==> config.mk <==
export PLATFORM = sky130hd
export DESIGN_NAME = decrement_n
export DESIGN_NICKNAME = d
export VERILOG_FILES = /design/src/rtl/decrement_n.sv
export SDC_FILE = /design/constraint.sdc
export NUM_CORES = 1
export LEC_CHECK = 0
export CAP_MARGIN = 20
export CORE_MARGIN = 1.5
export CORE_UTILIZATION = 39
export DETAILED_ROUTE_END_ITERATION = 8
export HOLD_SLACK_MARGIN = 0.03
export MAX_ROUTING_LAYER = met4
export PLACE_DENSITY_LB_ADDON = 0.3
export SYNTH_ARGS = -nofsm -noshare
export SYNTH_HDL_FRONTEND = slang
export SYNTH_SLANG_ARGS = --single-unit
==> constraint.sdc <==
create_clock -name clk -period 1.8 [get_ports clk]
set_clock_uncertainty 0.1 [all_clocks]
set_input_delay 0.18 -clock clk [delete_from_list [all_inputs] [get_ports clk]]
set_output_delay 0.18 -clock clk [all_outputs]
set_load 0.05 [all_outputs]
==> src/rtl/decrement_n.sv <==
// decrement_n: registered WIDTH-bit down-counter with variable step, synchronous
// load, wrap/saturate selection at zero, a one-cycle borrow pulse and a zero flag.
// Optional feature macro: DECREMENT_N_AUTORELOAD_EN. When defined, a wrapping
// underflow reloads the last loaded value instead, turning the block into a
// periodic timer.
module decrement_n #(
   parameter int unsigned           WIDTH     = 8,
   parameter logic [WIDTH-1:0]      RESET_VAL = '0
) (
   input  logic             clk,
   input  logic             rst,
   input  logic             load,
   input  logic [WIDTH-1:0] load_val,
   input  logic             en,
   input  logic [WIDTH-1:0] step,
   input  logic             sat_mode,
   output logic [WIDTH-1:0] count,
   output logic             borrow,
   output logic             zero
);

   logic [WIDTH-1:0] count_q, count_d;
   logic             borrow_q, borrow_d;
   logic [WIDTH:0]   diff;
   logic             underflow;
   logic [WIDTH-1:0] wrap_val;

   // One extra bit so the MSB of the difference is the underflow flag.
   assign diff      = {1'b0, count_q} - {1'b0, step};
   assign underflow = diff[WIDTH];

`ifdef DECREMENT_N_AUTORELOAD_EN
   logic [WIDTH-1:0] reload_q;

   // Reload register tracks the most recent load value.
   always_ff @(posedge clk) begin
      if (rst) begin
         reload_q <= RESET_VAL;
      end else if (load) begin
         reload_q <= load_val;
      end
   end

   assign wrap_val = reload_q;
`else
   assign wrap_val = diff[WIDTH-1:0];
`endif

   // Next-state selection: load beats decrement beats hold.
   always_comb begin
      count_d  = count_q;
      borrow_d = 1'b0;
      if (load) begin
         count_d = load_val;
      end else if (en) begin
         if (underflow) begin
            borrow_d = 1'b1;
            count_d  = sat_mode ? '0 : wrap_val;
         end else begin
            count_d = diff[WIDTH-1:0];
         end
      end
   end

   // State register; reset overrides every request.
   always_ff @(posedge clk) begin
      if (rst) begin
         count_q  <= RESET_VAL;
         borrow_q <= 1'b0;
      end else begin
         count_q  <= count_d;
         borrow_q <= borrow_d;
      end
   end

   assign count  = count_q;
   assign borrow = borrow_q;
   assign zero   = (count_q == '0);

endmodule

* Word level (Yosys, flattened, before mapping)
Index checks and enable logic that the tools add are counted.
Storage, ports and cells: bits in registers 9, input bits 21, output and inout bits 10, logic and storage cells 12
Operators by class: add/subtract/negate cells 1, mux-type cells 5, bitwise logic cells 1, reduce and logical (&&, ||, !) cells 3
Operator list (count):
- $mux W8 | 4
- $sub A8 B8 Y9 | 1
- $logic_not A8 Y1 | 1
- $reduce_or A3 Y1 | 1
- $reduce_bool A2 Y1 | 1
- $mux W1 | 1
- $not A1 Y1 | 1

* Depth between registers and ports, before layout
Gate-level depths: netlist (run 1).
depth after elaboration 5, mapped depth 10, mapped depth without buffers 9

* Worst setup path after synthesis (run 1)
No wires, ideal clock.
kind reg-to-reg, from reg count_q[0] (netlist: count[0]), to reg count_q[5] (netlist: count[5]), setup time 0.133 ns, arrival time 2.034 ns, required time 1.567 ns, slack -0.467 ns, stages on the path, launching flop included 11, buffers on the path 1, clock period less this slack 2.267 ns, cells stage by stage dfxtp_1 -> inv_1 -> ha_1 -> inv_1 -> fa_1 -> a21oi_1 -> o21ai_2 -> and4_1 -> buf_4 -> o211ai_2 -> a21oi_2
On the way: longest elaborated chain between the ends 5
RTL lines:
- from (decl) | line 22 | logic [WIDTH-1:0] count_q, count_d;
- from (signal assigned) | line 71 | count_q <= count_d;
- $sub A8 B8 Y9 * | line 29 | assign diff = {1'b0, count_q} - {1'b0, step};
- $mux W8 | line 58 | count_d = sat_mode ? '0 : wrap_val;
- $mux W8 * | line 56 | if (underflow) begin
- $mux W8 * | line 55 | end else if (en) begin
- $mux W8 * | line 53 | if (load) begin
Every way passes the cells marked *; elsewhere a longest branch is shown, timed or not. The select of a mux whose other input is x is not followed. A chain may end at the register's enable or synchronous reset.

* Worst setup path after layout (run 1)
from reg count_q[0] (netlist: count[0]), to reg count_q[4] (netlist: count[4])
The elaborated chain is that of the path after synthesis.

==> results of run 1 <==
## registers in the layout, summed over array words and instances, names as in the netlist
signal and flops:
borrow 1, count 8
## final cells by class
cell class                      count  area (um2)  share of cell area (%)
Clock buffer                        4        26.3                    1.87
Inverter                           15        58.8                    4.18
Multi-Input combinational cell     76         657                    46.7
Sequential cell                     9         189                    13.4
Tap cell                           27        33.8                    2.40
Timing Repair Buffer               49         443                    31.5
## cell usage after synthesis (2+ instances only)
master | n | area share [%]
sky130_fd_sc_hd__xnor2_1 | 2 | 2.1
sky130_fd_sc_hd__o21bai_1 | 3 | 2.7
sky130_fd_sc_hd__ha_1 | 9 | 14
sky130_fd_sc_hd__a21oi_2 | 3 | 3.2
sky130_fd_sc_hd__nor3b_1 | 7 | 6.3
sky130_fd_sc_hd__o21ai_0 | 3 | 1.8
sky130_fd_sc_hd__clkbuf_1 | 2 | 0.90
sky130_fd_sc_hd__inv_1 | 15 | 6.8
sky130_fd_sc_hd__a21oi_1 | 16 | 9.6
sky130_fd_sc_hd__xor2_1 | 2 | 2.1
sky130_fd_sc_hd__o21ai_1 | 5 | 3.0
sky130_fd_sc_hd__or4_1 | 2 | 1.8
sky130_fd_sc_hd__dfxtp_1 | 9 | 22
sky130_fd_sc_hd__nand2_1 | 4 | 1.8
sky130_fd_sc_hd__nor2_1 | 4 | 1.8
sky130_fd_sc_hd__buf_2 | 2 | 1.2
## worst min-delay path: stages
cell	delay [ns]
sky130_fd_sc_hd__dlygate4sd2_1	0.27
sky130_fd_sc_hd__ha_1	0.15
sky130_fd_sc_hd__o21bai_1	0.10
sky130_fd_sc_hd__a21oi_1	0.06
## routing by layer
layer / part of all wire (%) / global-route usage, %
met1: 42 / 24.8
met3: 4.9 / 5.52
met4: 2.7 / 9.52
met2: 50 / 39.0
met5: 0 / -
## power by group
group,internal (W),total (W),leakage [nW],switching (W)
Combinational,0.000217,0.000441,0.519,0.000224
Clock,0.0000856,0.000161,0.0150,0.0000750
Sequential,0.000215,0.000232,0.0763,0.0000170
## worst max-delay path by stage
| stage | start | endpoint | slack (ns) | cells past startpoint |
|---|---|---|---|---|
| floorplan | count[0] | count[5] | -0.18 | 10 |
| global placement | step[0] | borrow | -0.47 | 9 |
| detailed placement | step[0] | borrow | -0.53 | 9 |
| CTS | count[0] | borrow | -0.09 | 9 |
| global route | count[0] | count[4] | -0.23 | 11 |
| finish | count[0] | count[4] | -0.16 | 11 |
## kinds of logic after synthesis
group | share of synthesized area (%)
buf+inv | 9.77
xor+xnor | 4.21
fa+ha+maj | 15.9
compound gates | 30.7
flops | 21.7
simple gates | 17.7
## per-stage QoR
| step | util [%] | instance area [um2] | setup WS [ns] | power [W] | TNS (ns) |
|---|---|---|---|---|---|
| 3_5_place_dp | 65.8 | 1310 | -0.533 | 0.000626 | -4.52 |
| 2_1_floorplan | - | 867 | -0.176 | 0.000459 | -1.41 |
| 3_3_place_gp | 65.8 | 1310 | -0.472 | 0.000617 | -4.11 |
| 5_1_grt | 71.0 | 1410 | -0.227 | 0.000886 | -1.22 |
| 4_1_cts | 67.8 | 1340 | -0.0880 | 0.000803 | -0.455 |
| 6_report | 71.0 | 1410 | -0.160 | 0.000833 | -0.399 |
## timing repair
action,in CTS,in global routing
setup endpoints to repair,10,10
gates resized for setup,5,12
setup buffers,1,1
pin swaps,7,3
==> summary.txt, run 1 <==
====================================================================================
Status                                                                  finished, violations left
Violated checks                                                         negative setup slack
Initial antenna violation count                                                    0
Start-to-end type of the worst setup path                               register to register
DRC violations left                                                                0
Vias in the first global route                                                   971
Insertion delay of the later-clocked pin in the worst-skew pair              0.27 ns
Mapped cell area                                                             832 um2
R2r startpoint                                                              count[0]
Core area                                                                0.00198 mm2
Cell-by-cell listing of the critical path                               inv_4 -> ha_4 -> inv_2 -> fa_2 -> a21oi_4 -> buf_4 -> buf_6 -> o21bai_4 -> xor2_1 -> o21ai_2 -> a21oi_2
TritonCTS Buffers                                                                  3
Number of enable-type register cells in the synthesized netlist                    0
Total number of yosys warnings                                                     0
Maximum frequency from static timing analysis                                510 MHz
DR WL/cell                                                                   13.9 um
Number of detailed-route iterations in the first pass                              4
Remaining Overflow, GRT                                                            0
Max-slew headroom at the worst pin                                             66.9%
Post-DP HPWL                                                                 1770 um
Hold Violations, Final                                                             0
Kind of cell with the highest combined delay on the critical path        adder cells
Number of pins with negative max-slew slack in the final report                    0
Number of distinct library cells after synthesis                                  33
Cell with the biggest individual delay on the critical path             sky130_fd_sc_hd__fa_2
Routability cong.                                                              0.885
Final number of setup-violating endpoints                                          7
Cells after synthesis                                                            105
Hold_sp                                                                      step[0]
GR Util All Layers                                                             22.7%
Routed via count                                                                 942
Count of pins on the block boundary                                               31
Full die area                                                            0.00242 mm2
RSZ-0062 raised after global routing                                             yes
Critical register-to-register path endpoint                                 count[4]
Avg Vias per Cell                                                               5.23
Number of synthesized register bits                                                9
Most frequent cells in the layout                                       sky130_fd_sc_hd__clkdlybuf4s50_1 (23), sky130_fd_sc_hd__buf_4 (23), sky130_fd_sc_hd__a21oi_1 (14), sky130_fd_sc_hd__inv_1 (13)
Period utilization                                                              109%
Root Driver                                                             sky130_fd_sc_hd__clkbuf_4
Post-synthesis average cell area                                            7.92 um2
Path class of the lowest-slack min-delay path                           input port to register
Hold depth                                                                         4
Launching element type of the critical path                                 register
Pwr/cell area                                                             592 mW/mm2
Biggest fanout along the worst timing path                                         2
Critical Path Max Stage Delay                                                0.36 ns
Number of rows created at floorplan                                               16
Worst hold endpoint                                                         count[0]
Synthesized Nets                                                                 136
Clock-pin slew on the worst setup and hold paths                             0.06 ns
Worst Hold Slack                                                            0.432 ns
Maximum number of pins on one net before global-route repair                      17
Antenna diodes                                                                     0
Main synth FF type                                                      sky130_fd_sc_hd__dfxtp_1
Proportion of synthesized flip-flops having asynchronous set or reset             0%
First-pass GRT wire length                                                   4080 um
Number of H-tree levels                                                            1
Number of cells after detailed placement                                         175
Capturing element type of the critical path                                 register
Sinks on the clock net                                                             9
Filler Cells Inserted                                                            161
I/O Buffers                                                                       30
Width of the die                                                             49.2 um
Effective utilization at floorplan                                             42.0%
Net count reported at finish                                                     185
Layout Area Growth over Synthesis                                              69.2%
Arrival time of data at the critical path endpoint                           2.05 ns
Wirelength, routed                                                           2500 um
Height of the die                                                            49.2 um
Final ANT Viol Nets                                                                0
Max-cap viol count                                                                 0
Smallest setup slack after layout                                          -0.160 ns
Depth of the worst register-to-register path                                      11
TritonCTS clock tree                                                             yes
Measured slew at the worst slew-check pin                                   0.495 ns
Bufs on Longest Clock Path                                                         2
Cts hold-fix bufs                                                                  0
FF-to-FF setup slack                                                        -0.16 ns
Minimum period implied by the final worst setup slack                        1.96 ns
Maximum resistive drop on vdd                                             0.000410 V
Buffers & Inverters on Critical Path                                               4
Data required time at the worst endpoint                                     1.89 ns
Share of layout cells above drive strength 1                                   37.9%
Share of synthesized area occupied by flip-flops and latches                   21.7%
Layout Cells excl Fill                                                           180
P_leak                                                                      0.610 nW
DRC violation total after the first TritonRoute iteration                         17
====================================================================================
(Power assumes the default switching activity.)
==> inputs of run 2 (changes only) <==
--- a/config.mk
+++ b/config.mk
@@ -8,7 +8,9 @@
 export CAP_MARGIN = 20
 export CORE_MARGIN = 1.5
 export CORE_UTILIZATION = 39
+export CTS_CLUSTER_DIAMETER = 100
 export DETAILED_ROUTE_END_ITERATION = 8
+export GPL_TIMING_DRIVEN = 0
 export HOLD_SLACK_MARGIN = 0.03
 export MAX_ROUTING_LAYER = met4
 export PLACE_DENSITY_LB_ADDON = 0.3
==> run 2 against run 1 <==
The run still ends with negative setup slack left. Combinational power shrank 9.1%. Total power shrank 4.2%. Sequential share of layout area grew 0.69 points. Flip-flop and latch count is the same. Setup slack lost 0.016 ns. Via count shrank 1.3%.
==> summary.txt, run 2 (synthesis results as in run 1) <==
==============================================================================
Most frequent cells in the layout                                 sky130_fd_sc_hd__clkdlybuf4s50_1 (25), sky130_fd_sc_hd__a21oi_1 (15), sky130_fd_sc_hd__inv_1 (13), sky130_fd_sc_hd__buf_4 (8), sky130_fd_sc_hd__nor3b_1 (7)
Final ANT Viol Nets                                                          0   unchanged
Flip-flop count of the largest register after layout                         8   unchanged
DR WL/cell                                                             14.6 um   +5.0%
Effective utilization at floorplan                                       42.0%   unchanged
Smallest setup slack after layout                                    -0.176 ns   -0.0162 ns
Number of H-tree levels                                                      1   unchanged
Clock-pin slew on the worst setup and hold paths                       0.07 ns   about the same
Share of total power in the clock network                                20.7%   +1.4 points
Fraction of power spent switching nets                                   39.0%   +1.1 points
P_leak                                                                0.561 nW   -7.9%
Measured slew at the worst slew-check pin                             0.551 ns   +0.0561 ns
Start-to-end type of the worst setup path                         register to register
Max-cap viol count                                                           0   unchanged
DRC violation total after the first TritonRoute iteration                   21   +4
Launching element type of the critical path                           register
Antenna diodes                                                               0   unchanged
Bufs on Longest Clock Path                                                   2   unchanged
Height of the die                                                      49.2 um   unchanged
Met1 layer wirelength in the final routing                             1110 um   +4.7%
Hold Violations, Final                                                       0   unchanged
Uppermost signal routing layer after detailed routing                     met4
Pwr/cell area                                                       600 mW/mm2   +1.4%
Count of pins on the block boundary                                         31   unchanged
Core area                                                          0.00198 mm2   unchanged
Filler Cells Inserted                                                      160   -0.62%
Width of the die                                                       49.2 um   unchanged
Arrival time of data at the critical path endpoint                     2.03 ns   -0.02 ns
Routability cong.                                                        0.901   +1.9%
RSZ-0062 raised after global routing                                       yes
Core Util, Final                                                         67.1%   -3.9 points
First-pass GRT wire length                                             3910 um   -4.2%
Layout Area Growth over Synthesis                                        59.9%
Number of rows created at floorplan                                         16   unchanged
Biggest fanout along the worst timing path                                   3   +1
Maximum resistive drop on vdd                                       0.000311 V   -24%
Full die area                                                      0.00242 mm2   unchanged
Path class of the lowest-slack min-delay path                     input port to register
Maximum frequency from static timing analysis                          506 MHz   -0.82%
Most common library cell in the layout ignoring fill and taps     sky130_fd_sc_hd__clkdlybuf4s50_1
Vias in the first global route                                             930   -4.2%
Post-DP HPWL                                                           1700 um   -4.2%
Cts hold-fix bufs                                                            0   unchanged
Final number of setup-violating endpoints                                    9   +2
Period utilization                                                        110%   +0.90 points
Root Driver                                                       sky130_fd_sc_hd__clkbuf_4
WL met3                                                                  90 um   -26%
Remaining Overflow, GRT                                                      0   unchanged
TritonCTS Buffers                                                            3   unchanged
Total design power                                                  0.000798 W   -4.2%
Violated checks                                                   negative setup slack
Area of all placed cells without fillers                           0.00133 mm2   -5.5%
Met2 routed wirelength                                                 1290 um   +2.9%
Avg Vias per Cell                                                         5.41   +3.3%
Routed via count                                                           930   -1.3%
Maximum number of pins on one net before global-route repair                11   -6
Minimum period implied by the final worst setup slack                  1.98 ns   +0.0162 ns
Sequential Power Share                                                   29.1%   +1.2 points
I/O Buffers                                                                 28   -6.7%
Initial antenna violation count                                              0   unchanged
Number of detailed-route iterations in the first pass                        4   unchanged
Data required time at the worst endpoint                               1.86 ns   -0.03 ns
Cell area reported after detailed placement                        0.00118 mm2   -9.5%
Sinks on the clock net                                                       9   unchanged
Share of layout cells above drive strength 1                             30.3%   -7.6 points
Capturing element type of the critical path                           register
Max-slew headroom at the worst pin                                       63.3%   -3.6 points
Fraction of power consumed by combinational cells                        50.3%   -2.6 points
DRC violations left                                                          0   unchanged
Int Pwr                                                             0.000487 W   -5.9%
GR Util All Layers                                                       21.5%   -1.2 points
Status                                                            finished, violations left
Insertion delay of the later-clocked pin in the worst-skew pair        0.26 ns   about the same
Net count reported at finish                                               177   -4.3%
Switching power total                                               0.000311 W   -1.4%
TritonCTS clock tree                                                       yes
Number of pins with negative max-slew slack in the final report              0   unchanged
Wirelength, routed                                                     2510 um   +0.36%
==============================================================================
==> run 2: cell types whose count changed in the layout (fill, tap and decap cells not counted), sizes merged <==
cell,before,now
clkdlybuf4s50,23,25
dlymetal6s2s,0,1
buf,25,12
clkbuf,4,6
==> run 2: final timing paths <==
kind | from | to | slack [ns] | cells after the start
setup / recovery | count[0] | borrow | -0.18 | 9
setup reg to reg | count[0] | borrow | -0.18 | 9
hold / removal | en | borrow | 0.20 | 3
hold reg to reg | count[7] | borrow | 0.59 | 2
==> run 2: area by class of cell <==
class	count	area, um2	share of cell area (%)
multi-input cells	76	652	49.0
well taps	27	33.8	2.54
clock buffers	4	26.3	1.98
plain buffers	5	28.8	2.16
inverters	15	58.8	4.42
repair buffers	36	343	25.8
flip-flops and latches	9	188	14.1
==> run 2: stage by stage <==
step                setup TNS [ns]  setup slack [ns]  instances  hold WS (ns)
finish                       -1.22            -0.176        172         0.201
floorplan                    -1.41            -0.176        105         0.260
detailed placement           -5.14            -0.574        160         0.472
CTS                         -0.960            -0.172        169         0.191
global placement             -5.01            -0.550        160         0.456
global route                 -1.93            -0.239        172         0.213
==> run 2: per-layer routing <==
layer	vias up	global-route usage (%)
met5	-	-
li1	451	-
met2	30	39.4
met3	4	2.45
met4	0	5.71
met1	445	24.3
==> run 2: what timing repair did <==
action,4_1_cts,5_1_grt
endpoints found under the setup margin,10,10
pin swaps,16,7
setup buffers,5,3
resized for setup,14,6
==> run 2: worst max-delay path: stages (launching register included) <==
cell and delay (ns):
sky130_fd_sc_hd__dfxtp_4 0.35, sky130_fd_sc_hd__inv_4 0.06, sky130_fd_sc_hd__ha_4 0.11, sky130_fd_sc_hd__inv_2 0.03, sky130_fd_sc_hd__fa_2 0.34, sky130_fd_sc_hd__a21oi_2 0.18
sky130_fd_sc_hd__o21ai_2 0.10, sky130_fd_sc_hd__a21oi_2 0.22, sky130_fd_sc_hd__o21ai_2 0.08, sky130_fd_sc_hd__a2111oi_2 0.29
==> run 2: power by group through the flow <==
stage                     Sequential, W  Clock, W  Combinational [W]
after CTS                      0.000231  0.000165           0.000366
after floorplan                0.000282         0           0.000177
after global routing           0.000234  0.000172           0.000430
after global placement         0.000234         0           0.000328
after detailed placement       0.000235         0           0.000334
final                          0.000232  0.000165           0.000401
==> inputs of run 3 (changes only) <==
--- a/config.mk
+++ b/config.mk
@@ -7,7 +7,7 @@
 export LEC_CHECK = 0
 export CAP_MARGIN = 20
 export CORE_MARGIN = 1.5
-export CORE_UTILIZATION = 39
+export CORE_UTILIZATION = 41
 export CTS_CLUSTER_DIAMETER = 100
 export DETAILED_ROUTE_END_ITERATION = 8
 export GPL_TIMING_DRIVEN = 0
==> constraint.sdc (replaced) <==
create_clock -name clk -period 2.57 [get_ports clk]
set_clock_uncertainty 0.1 [all_clocks]
set_input_delay 0.257 -clock clk [delete_from_list [all_inputs] [get_ports clk]]
set_output_delay 0.257 -clock clk [all_outputs]
set_load 0.05 [all_outputs]
==> run 3 against run 2 <==
The run now ends clean. Global-route usage is 0.59 points lower. Sequential power down 31%. Utilization fell by 6.7 points. Clock power down 28%. Non-clock buffer count decreased by 8. Die area decreased by 4.6%. Total power decreased by 36%. Cell count decreased by 4.7%. Flip-flop and latch count is the same. Largest cell class unchanged.
==> summary.txt, run 3 (synthesis results as in run 1) <==
==============================================================================
Placement Setup Slack                                              -0.00455 ns   +0.569 ns
Measured slew at the worst slew-check pin                             0.525 ns   -0.0255 ns
Smallest setup slack after layout                                     0.146 ns   +0.322 ns
Core area                                                          0.00194 mm2   -2.0%
I/O Buffers                                                                 28   unchanged
Count of pins on the block boundary                                         31   unchanged
Maximum number of pins on one net before global-route repair                11   unchanged
Most common library cell in the layout ignoring fill and taps     sky130_fd_sc_hd__clkdlybuf4s50_1
Depth of the worst register-to-register path                                10   +1
Cell-by-cell listing of the critical path                         or4_1 -> nor2_1 -> clkdlybuf4s50_1
Max-slew headroom at the worst pin                                       65.0%   +1.7 points
Hold_sp                                                                     en
RSZ-0062 raised after global routing                                        no
Capturing element type of the critical path                         output pin
Maximum frequency from static timing analysis                          413 MHz
Number of rows created at floorplan                                         16   unchanged
Post-DP HPWL                                                           1680 um   -1.0%
Pwr/cell area                                                       433 mW/mm2   -28%
Bufs on Longest Clock Path                                                   2   unchanged
Worst hold endpoint                                                     borrow
R2r startpoint                                                        count[0]
DRC violations left                                                          0   unchanged
Full die area                                                      0.00231 mm2   -4.6%
Critical register-to-register path endpoint                           count[2]
Cts hold-fix bufs                                                            0   unchanged
TNS Setup                                                                 0 ns   +1.22 ns
Cell area reported after detailed placement                        0.00115 mm2   -3.0%
Total design power                                                  0.000507 W   -36%
Launching element type of the critical path                           register
TritonCTS clock tree                                                       yes
DRC violation total after the first TritonRoute iteration                   18   -14%
Number of H-tree levels                                                      1   unchanged
Flip-flop count of the largest register after layout                         8   unchanged
Period utilization                                                       94.3%
Cell with the biggest individual delay on the critical path       sky130_fd_sc_hd__clkdlybuf4s50_1
Filler Cells Inserted                                                      202   +26%
Path class of the lowest-slack min-delay path                     input port to register
Number of pins with negative max-slew slack in the final report              0   unchanged
Remaining Overflow, GRT                                                      0   unchanged
Most frequent cells in the layout                                 sky130_fd_sc_hd__clkdlybuf4s50_1 (28), sky130_fd_sc_hd__a21oi_1 (16), sky130_fd_sc_hd__inv_1 (15), sky130_fd_sc_hd__ha_1 (9), sky130_fd_sc_hd__dfxtp_1 (9)
Count of instances resized after the clock tree is built                     0   -14
Biggest fanout along the worst timing path                                   4   +1
Effective utilization at floorplan                                       42.8%   +0.87 points
Height of the die                                                      48.1 um   -2.3%
Final ANT Viol Nets                                                          0   unchanged
Status                                                            finished, final reports clean
Insertion delay of the later-clocked pin in the worst-skew pair        0.27 ns   about the same
Layout Area Growth over Synthesis                                        40.9%
Post-CTS setup buffer count                                                  0   -5
Start-to-end type of the worst setup path                         register to output pin
First-pass GRT wire length                                             3190 um   -18%
FF-to-FF setup slack                                                   0.34 ns   +0.52 ns
Final number of setup-violating endpoints                                    0   -9
Net count reported at finish                                               169   -4.5%
Data required time at the worst endpoint                               2.21 ns   +0.35 ns
Hold Violations, Final                                                       0   unchanged
Avg Vias per Cell                                                         5.26   -2.8%
Antenna diodes                                                               0   unchanged
DR WL/cell                                                             13.0 um   -11%
Root Driver                                                       sky130_fd_sc_hd__clkbuf_4
Hold depth                                                                   3   unchanged
Routability cong.                                                        0.842   -6.6%
Maximum resistive drop on vdd                                       0.000278 V   -11%
Layout Cells excl Fill                                                     164   -4.7%
Number of cells after detailed placement                                   160   unchanged
Max-cap viol count                                                           0   unchanged
P_leak                                                                0.495 nW   -12%
Wirelength, routed                                                     2140 um   -15%
Share of layout cells above drive strength 1                             10.9%   -19 points
Initial antenna violation count                                              0   unchanged
Area of all placed cells without fillers                           0.00117 mm2   -12%
Sinks on the clock net                                                       9   unchanged
Critical Path Max Stage Delay                                          0.80 ns   +0.45 ns
Width of the die                                                       48.1 um   -2.3%
Vias in the first global route                                             760   -18%
TritonCTS Buffers                                                            3   unchanged
Number of detailed-route iterations in the first pass                        4   unchanged
Clock-pin slew on the worst setup and hold paths                       0.07 ns   about the same
Arrival time of data at the critical path endpoint                     2.07 ns   +0.04 ns
Minimum period implied by the final worst setup slack                  2.42 ns
GR Util All Layers                                                       20.9%   -0.59 points
Routed via count                                                           862   -7.3%
==============================================================================
==> run 3: cell count changes in the layout (fill, tap and decap cells not counted), sizes merged <==
cell           before  now
buf                12    3
clkdlybuf4s50      25   28
dlygate4sd2         1    0
dlymetal6s2s        1    0
==> run 3: critical path: cells and delay by family (launching register included) <==
family        cells  cell delay [ns]
buf+inv           1             0.80
flops             1             0.34
simple gates      2             0.65
==> run 3: worst max path at each step <==
stage,startpoint,endpoint,slack (ns),depth (start not counted)
3_3_place_gp,step[0],count[2],0.01,10
5_1_grt,count[3],zero,0.08,3
4_1_cts,count[3],zero,0.14,3
6_report,count[3],zero,0.15,3
3_5_place_dp,step[0],count[2],-0.005,10
2_1_floorplan,count[0],count[5],0.30,10
==> run 3: area by class of cell <==
cell class,count,area (um2),area share [%]
Timing Repair Buffer,28,280,23.9
Clock buffer,4,26.3,2.24
Inverter,15,56.3,4.80
Multi-Input combinational cell,76,571,48.7
Sequential cell,9,180,15.4
Buffer,5,25.0,2.13
Tap cell,27,33.8,2.88
==> run 3: metrics by stage <==
stage / hold WS, ns / utilization, %
2_1_floorplan: 0.337 / -
3_3_place_gp: 0.528 / 59.0
3_5_place_dp: 0.530 / 59.0
4_1_cts: 0.245 / 60.4
5_1_grt: 0.247 / 60.4
6_report: 0.247 / 60.4
==> run 3: layer usage <==
| layer | track usage (%) | part of all wire, % | vias to the layer above |
|---|---|---|---|
| met3 | 6.79 | 6.0 | 7 |
| met2 | 31.5 | 46 | 30 |
| li1 | - | - | 435 |
| met5 | - | 0 | - |
| met1 | 25.8 | 46 | 390 |
| met4 | 7.57 | 1.6 | 0 |
==> run 3: report_power, final <==
| part | switching, W | leakage (nW) | internal, W | total [W] |
|---|---|---|---|---|
| logic | 0.000128 | 0.406 | 0.000101 | 0.000229 |
| registers | 0.0000102 | 0.0743 | 0.000150 | 0.000160 |
| clock network | 0.0000583 | 0.0150 | 0.0000602 | 0.000119 |
| total | 0.000196 | 0.495 | 0.000311 | 0.000507 |
